### src/rtl/mem_arb_pkg.sv
// Shared encodings for the unified-memory port arbiter: access widths,
// FSM states and parameter defaults.
package mem_arb_pkg;

    localparam logic [1:0] MW_NONE = 2'b00;
    localparam logic [1:0] MW_BYTE = 2'b01;
    localparam logic [1:0] MW_HALF = 2'b10;
    localparam logic [1:0] MW_WORD = 2'b11;

    localparam int TIMEOUT_DEFAULT   = 255;
    localparam int IF_STARVE_DEFAULT = 4;

    typedef enum logic [1:0] {
        ST_IDLE,
        ST_BUSY_IF,
        ST_BUSY_MA,
        ST_RECOVER
    } arb_state_t;

endpackage

### src/rtl/store_lane_align.sv
// Places right-justified store data onto the byte lanes selected by the
// low address bits and produces the matching byte enables.
module store_lane_align
    import mem_arb_pkg::*;
(
    input  logic [1:0]  width,
    input  logic [1:0]  off,
    input  logic [31:0] ma_wdata,
    output logic [3:0]  be,
    output logic [31:0] wdata
);

    always_comb begin
        be    = 4'b0000;
        wdata = ma_wdata;
        case (width)
            MW_BYTE: begin
                be    = 4'b0001 << off;
                wdata = {4{ma_wdata[7:0]}};
            end
            MW_HALF: begin
                // Halfword lane comes from off[1] only; off[0] is dropped.
                be    = 4'b0011 << {off[1], 1'b0};
                wdata = {2{ma_wdata[15:0]}};
            end
            MW_WORD: begin
                be    = 4'b1111;
            end
            default: begin
                be    = 4'b0000;
            end
        endcase
    end

endmodule

### src/rtl/mem_port_arbiter.sv
// Shares one single-port memory between instruction fetch and load/store,
// with MA priority, IF anti-starvation and a per-transaction timeout.
//
// state      | meaning
// -----------+------------------------------------------------------------
// ST_IDLE    | no transaction; arbitrate pending requests
// ST_BUSY_IF | fetch owns the port, waiting for ack or timeout
// ST_BUSY_MA | load/store owns the port, waiting for ack or timeout
// ST_RECOVER | one dead cycle so the finished requester can drop its request
module mem_port_arbiter
    import mem_arb_pkg::*;
#(
    parameter int TIMEOUT   = TIMEOUT_DEFAULT,
    parameter int IF_STARVE = IF_STARVE_DEFAULT
) (
    input  logic        clk,
    input  logic        reset,
    input  logic        if_req,
    input  logic [31:0] if_addr,
    output logic [31:0] if_rdata,
    output logic        if_done,
    output logic        if_stall,
    input  logic [1:0]  mem_read_ma,
    input  logic [1:0]  mem_write_ma,
    input  logic [31:0] ma_addr,
    input  logic [31:0] ma_wdata,
    output logic [31:0] ma_rdata,
    output logic        ma_done,
    output logic        ma_stall,
    output logic        mem_req,
    output logic        mem_we,
    output logic [31:0] mem_addr,
    output logic [3:0]  mem_be,
    output logic [31:0] mem_wdata,
    input  logic        mem_ack,
    input  logic [31:0] mem_rdata,
    output logic        err
);

    localparam int TW = (TIMEOUT < 1) ? 1 : $clog2(TIMEOUT + 1);
    localparam int SW = (IF_STARVE < 1) ? 1 : $clog2(IF_STARVE + 1);
    localparam logic [TW-1:0] TIMER_LOAD = TW'(TIMEOUT);
    localparam logic [SW-1:0] STARVE_MAX = SW'(IF_STARVE);

    arb_state_t    state;
    logic [TW-1:0] timer;
    logic [SW-1:0] starve_cnt;

    logic          ma_req;
    logic          ma_is_store;
    logic          if_wins;
    logic          ma_wins;
    logic          busy;
    logic          acked;
    logic          expired;
    logic [3:0]    st_be;
    logic [31:0]   st_wdata;
    logic          if_addr_lsb_unused;

    assign if_addr_lsb_unused = ^if_addr[1:0];

    store_lane_align u_align (
        .width    (mem_write_ma),
        .off      (ma_addr[1:0]),
        .ma_wdata (ma_wdata),
        .be       (st_be),
        .wdata    (st_wdata)
    );

    assign ma_req      = (|mem_read_ma) | (|mem_write_ma);
    assign ma_is_store = |mem_write_ma;
    assign if_wins     = if_req & (~ma_req | (starve_cnt == STARVE_MAX));
    assign ma_wins     = ma_req & ~if_wins;

    // Reset gates completion so an abandoned transaction never reports done.
    assign busy    = ~reset & ((state == ST_BUSY_IF) | (state == ST_BUSY_MA));
    assign acked   = busy & mem_ack;
    assign expired = busy & ~mem_ack & (timer == '0);

    assign if_done  = (acked | expired) & (state == ST_BUSY_IF);
    assign ma_done  = (acked | expired) & (state == ST_BUSY_MA);
    assign err      = expired;
    assign if_rdata = (acked && state == ST_BUSY_IF) ? mem_rdata : '0;
    assign ma_rdata = (acked && state == ST_BUSY_MA) ? mem_rdata : '0;
    assign if_stall = if_req & ~if_done;
    assign ma_stall = ma_req & ~ma_done;

    always_ff @(posedge clk) begin
        if (reset) begin
            state      <= ST_IDLE;
            timer      <= '0;
            starve_cnt <= '0;
            mem_req    <= 1'b0;
            mem_we     <= 1'b0;
            mem_addr   <= '0;
            mem_be     <= '0;
            mem_wdata  <= '0;
        end else begin
            unique case (state)
                ST_IDLE: begin
                    if (if_wins) begin
                        state      <= ST_BUSY_IF;
                        timer      <= TIMER_LOAD;
                        starve_cnt <= '0;
                        mem_req    <= 1'b1;
                        mem_we     <= 1'b0;
                        mem_addr   <= {if_addr[31:2], 2'b00};
                        mem_be     <= 4'b1111;
                        mem_wdata  <= '0;
                    end else if (ma_wins) begin
                        state      <= ST_BUSY_MA;
                        timer      <= TIMER_LOAD;
                        if (if_req && starve_cnt != STARVE_MAX) begin
                            starve_cnt <= starve_cnt + 1'b1;
                        end
                        mem_req    <= 1'b1;
                        mem_we     <= ma_is_store;
                        mem_addr   <= {ma_addr[31:2], 2'b00};
                        mem_be     <= ma_is_store ? st_be : 4'b1111;
                        mem_wdata  <= ma_is_store ? st_wdata : '0;
                    end
                end
                ST_BUSY_IF, ST_BUSY_MA: begin
                    if (mem_ack || timer == '0) begin
                        state   <= ST_RECOVER;
                        mem_req <= 1'b0;
                        mem_we  <= 1'b0;
                    end else begin
                        timer   <= timer - 1'b1;
                    end
                end
                ST_RECOVER: begin
                    state <= ST_IDLE;
                end
                default: begin
                    state <= ST_IDLE;
                end
            endcase
        end
    end

endmodule
### config.mk
export PLATFORM = sky130hd
export DESIGN_NAME = mem_port_arbiter
export DESIGN_NICKNAME = d
export VERILOG_FILES = /design/src/rtl/mem_arb_pkg.sv /design/src/rtl/store_lane_align.sv /design/src/rtl/mem_port_arbiter.sv
export SDC_FILE = /design/constraint.sdc
export NUM_CORES = 1
export LEC_CHECK = 0
export BUFFER_PORTS_ARGS = -buffer_cell sky130_fd_sc_hd__buf_2
export CAP_MARGIN = 25
export CELL_PAD_IN_SITES_DETAIL_PLACEMENT = 1
export CELL_PAD_IN_SITES_GLOBAL_PLACEMENT = 2
export CORE_MARGIN = 3
export CORE_UTILIZATION = 22
export DETAILED_ROUTE_END_ITERATION = 8
export GPL_TIMING_DRIVEN = 0
export HOLD_SLACK_MARGIN = 0.02
export PLACE_DENSITY_LB_ADDON = 0.1
export SLEW_MARGIN = 20
export SYNTH_ARGS = -nofsm -noshare
export SYNTH_HDL_FRONTEND = slang
export SYNTH_SLANG_ARGS = --single-unit
### constraint.sdc
create_clock -name clk -period 2.2 [get_ports clk]
set_input_delay 0.44 -clock clk [delete_from_list [all_inputs] [get_ports clk]]
set_output_delay 0.44 -clock clk [all_outputs]
set_load 0.005 [all_outputs]
Word-level counts from Yosys, hierarchy flattened. Index checks and enable logic that the tools add are counted.

$mul: 0. Shifts and indexed selects: 2. Add/subtract/negate cells: 2. Equal/unequal tests: 11. Divide/modulo/power cells: 0. Magnitude comparators: 0. Mux-type cells: 30. Reduce and logical (&&, ||, !) cells: 17. Bitwise gates (word level): 20.

Operators with widths (number): $mux W32 (7); $pmux W32 S2 (1); $mux W8 (3); $pmux W8 S2 (1); $mux W4 (3); $pmux W4 S3 (1); $and A1 B1 Y1 (10); $mux W3 (3); $reduce_and A3 Y1 (3); $eq A2 B2 Y1 const B (4); $logic_not A8 Y1 (1); $sub A8 B1 Y8 const B (1); $mux W2 (3); $ne A3 B3 Y1 const B (2); $not A1 Y1 (6); $pmux W2 S3 (1); $reduce_bool A2 Y1 (3); $reduce_or A2 Y1 (3); $mux W1 (5); $eq A2 B1 Y1 const B (2); $ne A2 B2 Y1 const B (2); $or A1 B1 Y1 (4); $pmux W1 S2 (2); $reduce_and A2 Y1 (2); other kinds (7) (9).

Bits in latches: 0. Memories: 0. Output and inout port bits: 139. Register bits after elaboration: 83. RAM bits: 0. Bits in read-only memories: 0.

Depth between registers and ports, before layout.
Depth after elaboration: 10. Depth in mapped cells: 8. Gate-level depth less buffers: 6.

By module. A second synthesis with hierarchy kept.

Cell total of the unflattened synthesis: 629. Area, all modules: 4991.0 µm².

Modules (own cells, without submodules): mem_port_arbiter (sequential area each 1621.6 µm², cells an instance 536, area an instance 4418.0 µm², instances 1); store_lane_align (sequential area each 0.0 µm², cells an instance 93, area an instance 573.0 µm², instances 1).

Worst setup path after synthesis. Ideal clock, no wire load.

Kind: register to output. Start point: register state[0]. End point: output if_rdata[10]. Data required time: 1760 ps. Setup slack: 180 ps. Buffers on the path: 1. Stages on the path, launching flop included: 7. Arrival: 1580 ps. Cell sequence: dfxtp_1 -> inv_1 -> ha_1 -> nor2b_1 -> and3_1 -> clkbuf_1 -> and2_1.

Word-level cells in the longest chain between the ends: 6. Elaborated cells on any way between the ends: 7. Classes of those cells: eq/ne: 2; mux: 1; bitwise: 3; reduce/logical: 1.

Ends and longest elaborated chain: from (decl) (line mem_port_arbiter.sv:45) `arb_state_t state;`; from (signal assigned) (line mem_port_arbiter.sv:90) `state <= ST_IDLE;`; from (signal assigned) (line mem_port_arbiter.sv:102) `state <= ST_BUSY_IF;`; from (signal assigned) (line mem_port_arbiter.sv:111) `state <= ST_BUSY_MA;`; $eq A2 B1 Y1 or $eq A2 B2 Y1 (tied branches) (line mem_port_arbiter.sv:76, mem_port_arbiter.sv:83); $or A1 B1 Y1 (line mem_port_arbiter.sv:76) `assign busy = ~reset & ((state == ST_BUSY_IF) | (state == ST_BUSY_MA));`; $and A1 B1 Y1 (line mem_port_arbiter.sv:76); $and A1 B1 Y1 (line mem_port_arbiter.sv:77) `assign acked = busy & mem_ack;`; $logic_and A1 B1 Y1 * (line mem_port_arbiter.sv:83) `assign if_rdata = (acked && state == ST_BUSY_IF) ? mem_rdata : '0;`; $mux W32 * (line mem_port_arbiter.sv:83); to (decl) (line mem_port_arbiter.sv:20) `output logic [31:0] if_rdata,`.

Mark *: on every way between the ends. The rest lies on a longest branch, timed or not.

Worst setup path in the final report.
Start point: register state[0]. End point: output ma_rdata[17].

Word-level cells in the longest chain between the ends: 6. Elaborated cells on any way between the ends: 7. Classes of those cells: eq/ne: 2; mux: 1; bitwise: 3; reduce/logical: 1.

Ends and longest elaborated chain: $eq A2 B1 Y1 or $eq A2 B2 Y1 (tied branches) (line mem_port_arbiter.sv:76, mem_port_arbiter.sv:84); $or A1 B1 Y1 (line mem_port_arbiter.sv:76); $and A1 B1 Y1 (line mem_port_arbiter.sv:76); $and A1 B1 Y1 (line mem_port_arbiter.sv:77); $logic_and A1 B1 Y1 * (line mem_port_arbiter.sv:84) `assign ma_rdata = (acked && state == ST_BUSY_MA) ? mem_rdata : '0;`; $mux W32 * (line mem_port_arbiter.sv:84); to (decl) (line mem_port_arbiter.sv:27) `output logic [31:0] ma_rdata,`.

Marked as above.

==> results.toml <==
[outcome]
violations = "negative setup slack"
status = "finished with violations"

[grt]
antenna_found_initial = 1
grt_max_degree = 14
grt_overflow = 0
grt_pass1_wl_mm = 31.3
grt_use_total = 0.179
grt_pass1_vias = 5780

[power]
peakVddDrop_mv = 0.370
p_leak_nw = 3.34
p_per_area_nw_per_um2 = 1090

[synth]
synth_edf_count = 0
synth-seq-cells = 81
yosysMostFrequentCell = "nand2_1"
ys_top_cells_by_count = "nand2_1 (117), dfxtp_1 (81), and2_1 (66)"
async_flop_share = 0
netlist_instances = 593
yosys-top-cells-area = "dfxtp_1 (36%), nand2_1 (9.8%), and2_1 (9.2%), a21oi_1 (5.2%), a31oi_1 (4.9%)"
syn_area_per_cell_sq_um = 7.56
netlist_area_sq_um = 4480
synth_top_area_share = 0.362
yosysSeqAreaShare = 0.362
yosysTopAreaCell = "dfxtp_1"
yosysWarnings = 0
synthFlopType = "dfxtp_1"
ys_types = 48

[timing]
hold_viol = 0
finalSetupTns_ns = -1.00
finClkSkew_ns = 0.00917
tightest_slew_ns = 0.654
fin_crit_ns = 2.26
rsz0062_at_grt = "yes"
fin_ws_ns = -0.0588
fin_crit_sh = 1.03
maxSlewViolCount = 0
fmax_ghz = 0.443
finalSetupViolCount = 58
max-slew-margin-rel = 0.564

[die]
die_w_um = 149
core_area_sq_um = 19700
die_area_sq_um = 22100
io_pins = 275
start_util = 0.227
rows = 51
fp.dieH_um = 149

[critical_path]
critPathKind = "register to output pin"
cpMaxStageDelayCell = "dfxtp_2"
crit_chain = "inv_2, ha_4, nor2b_4, and3_4, clkbuf_8, and2_4, buf_6"
cp.arrival_ns = 1.82
r2r_cells = 7
path_delay_family = "simple AND/OR/NAND/NOR gates"
critPathBufInv = 3
endpoint_kind = "output pin"
critPathMaxFanout = 6
cp-start-kind = "register"
cp_num_cells = 7
crit_required_ns = 1.76
crit_path_max_incr_delay_ns = 0.34

[clocking]
cts_root_buf = "clkbuf_16"
clkLatencyLatePin_ns = 0.35
cts_buffer_depth = 2
cts_buffers = 9
postCtsHoldBufs = 0
path_clk_slew_ns = 0.07
htreeDepth = 3
clock-sinks = 81
cts_tree = "built"

[place]
place.port_buffers = 269
dpl.hpwl_mm = 16.5
routabilityCongestion = 0.805

[final_layout]
final-seq-area_sq_um = 1630
multi_input_area_sq_um = 2650
drive_gt1_frac = 0.409
n_fill_cell = 2493
area_growth_syn_to_layout_pct = 52.1
fin_nets = 1036
final_core_util = 0.346

[route]
top_layer = "met4"
drt_wl_total_mm = 20.6
wire_per_inst_um = 17.8
drtIter0Drc = 170
first_pass_iters = 4
drcViolationCount = 0
wl_met1_mm = 8.12
vias = 5438
vias_per_cell = 4.70
ant_nets = 0
met3_length_mm = 1.29
routed-wl-met2_mm = 10.9

[hold_path]
holdPathStages = 3
min_path_type = "input port to register"

[flow_run]
maxCapViolations = 0
==> per-stage QoR <==
| stage | total power [mW] | hold WS [ns] | area, sq um | setup WS (ns) | std cells |
|---|---|---|---|---|---|
| 2_1_floorplan | 4.19 | 0.448 | 4490 | 0.180 | 594 |
| 3_3_place_gp | 5.48 | 0.441 | 6160 | -0.375 | 1128 |
| 3_5_place_dp | 5.56 | 0.447 | 6160 | -0.433 | 1128 |
| 4_1_cts | 7.41 | 0.336 | 6710 | -0.0623 | 1151 |
| 5_1_grt | 8.02 | 0.353 | 6820 | -0.135 | 1158 |
| 6_report | 7.41 | 0.347 | 6820 | -0.0588 | 1158 |
==> per-layer routing <==
metal  GRT usage  vias to the layer above
li1            -                     2650
met1       0.197                     2577
met2       0.343                      188
met3      0.0359                       23
met4      0.0545                        0
met5           0                        -
==> where the power goes <==
part           internal, mW  switching, mW  total, mW
Combinational          1.52           1.97       3.50
Clock                 0.942          0.634       1.58
Sequential             1.98          0.356       2.34
==> flip-flops by register name, summed over array words and instances, names as in the netlist <==
| register | cells |
|---|---|
| starve_cnt | 3 |
| mem_req | 1 |
| timer | 8 |
| mem_wdata | 32 |
| mem_addr | 30 |
| mem_we | 1 |
| mem_be | 4 |
| state | 2 |
==> timing repair <==
item                                    4_1_cts  5_1_grt
pin swaps                                     9        0
buffers inserted                              6        6
cloned                                        1        0
endpoints found under the setup margin       77      103
gates resized for setup                      52       24
==> placed cells by master (no fill, tap or decap), drive strengths merged, types with 5 or more instances in the layout <==
| cell type | instances |
|---|---|
| clkbuf | 31 |
| o2111ai | 8 |
| buf | 313 |
| o22ai | 8 |
| inv | 19 |
| a22oi | 8 |
| nor3 | 6 |
| a22o | 8 |
| dfxtp | 81 |
| o21ai | 41 |
| nor2 | 10 |
| and2 | 68 |
| nand3 | 25 |
| a311oi | 5 |
| nand2 | 117 |
| a31oi | 35 |
| a21oi | 49 |
| ha | 13 |
==> worst register-to-register path: cells and delay by family, from the launching register on <==
family	cells	cell delay [ns]
AOI/OAI and AO/OA	3	1.04
DFF	1	0.34
adders and majority gates	1	0.27
and+or+nand+nor	1	0.20
buffers and inverters	2	0.18
==> cells by family after synthesis <==
family,count (synthesis),share of synthesized area
buf+inv,69,0.0695
compound gates,180,0.251
fa+ha+maj,13,0.0363
other cells,1,0.000836
mux,1,0.00223
flops,81,0.362
simple gates,248,0.279
==> area by class of cell <==
| cell class | instances | area share |
|---|---|---|
| inverters | 19 | 0.0105 |
| plain buffers | 50 | 0.0455 |
| multi-input cells | 444 | 0.389 |
| repair buffers | 282 | 0.222 |
| diodes | 1 | 0.000367 |
| clock buffers | 12 | 0.0376 |
| flip-flops and latches | 81 | 0.239 |
| well taps | 265 | 0.0486 |
| clock inverters | 4 | 0.00752 |
==> worst paths after layout <==
kind,startpoint,endpoint,slack [ns]
worst max-delay path,state[0]$_SDFFE_PP0P_,ma_rdata[17],-0.06
worst min-delay path,if_addr[17],mem_addr[17]$_SDFFE_PP0P_,0.35
worst max register to register,state[0]$_SDFFE_PP0P_,timer[2]$_SDFFE_PP0P_,0.08
worst min register to register,mem_wdata[7]$_SDFFE_PP0P_,mem_wdata[7]$_SDFFE_PP0P_,0.45
Power figures use the tool's default switching activity.
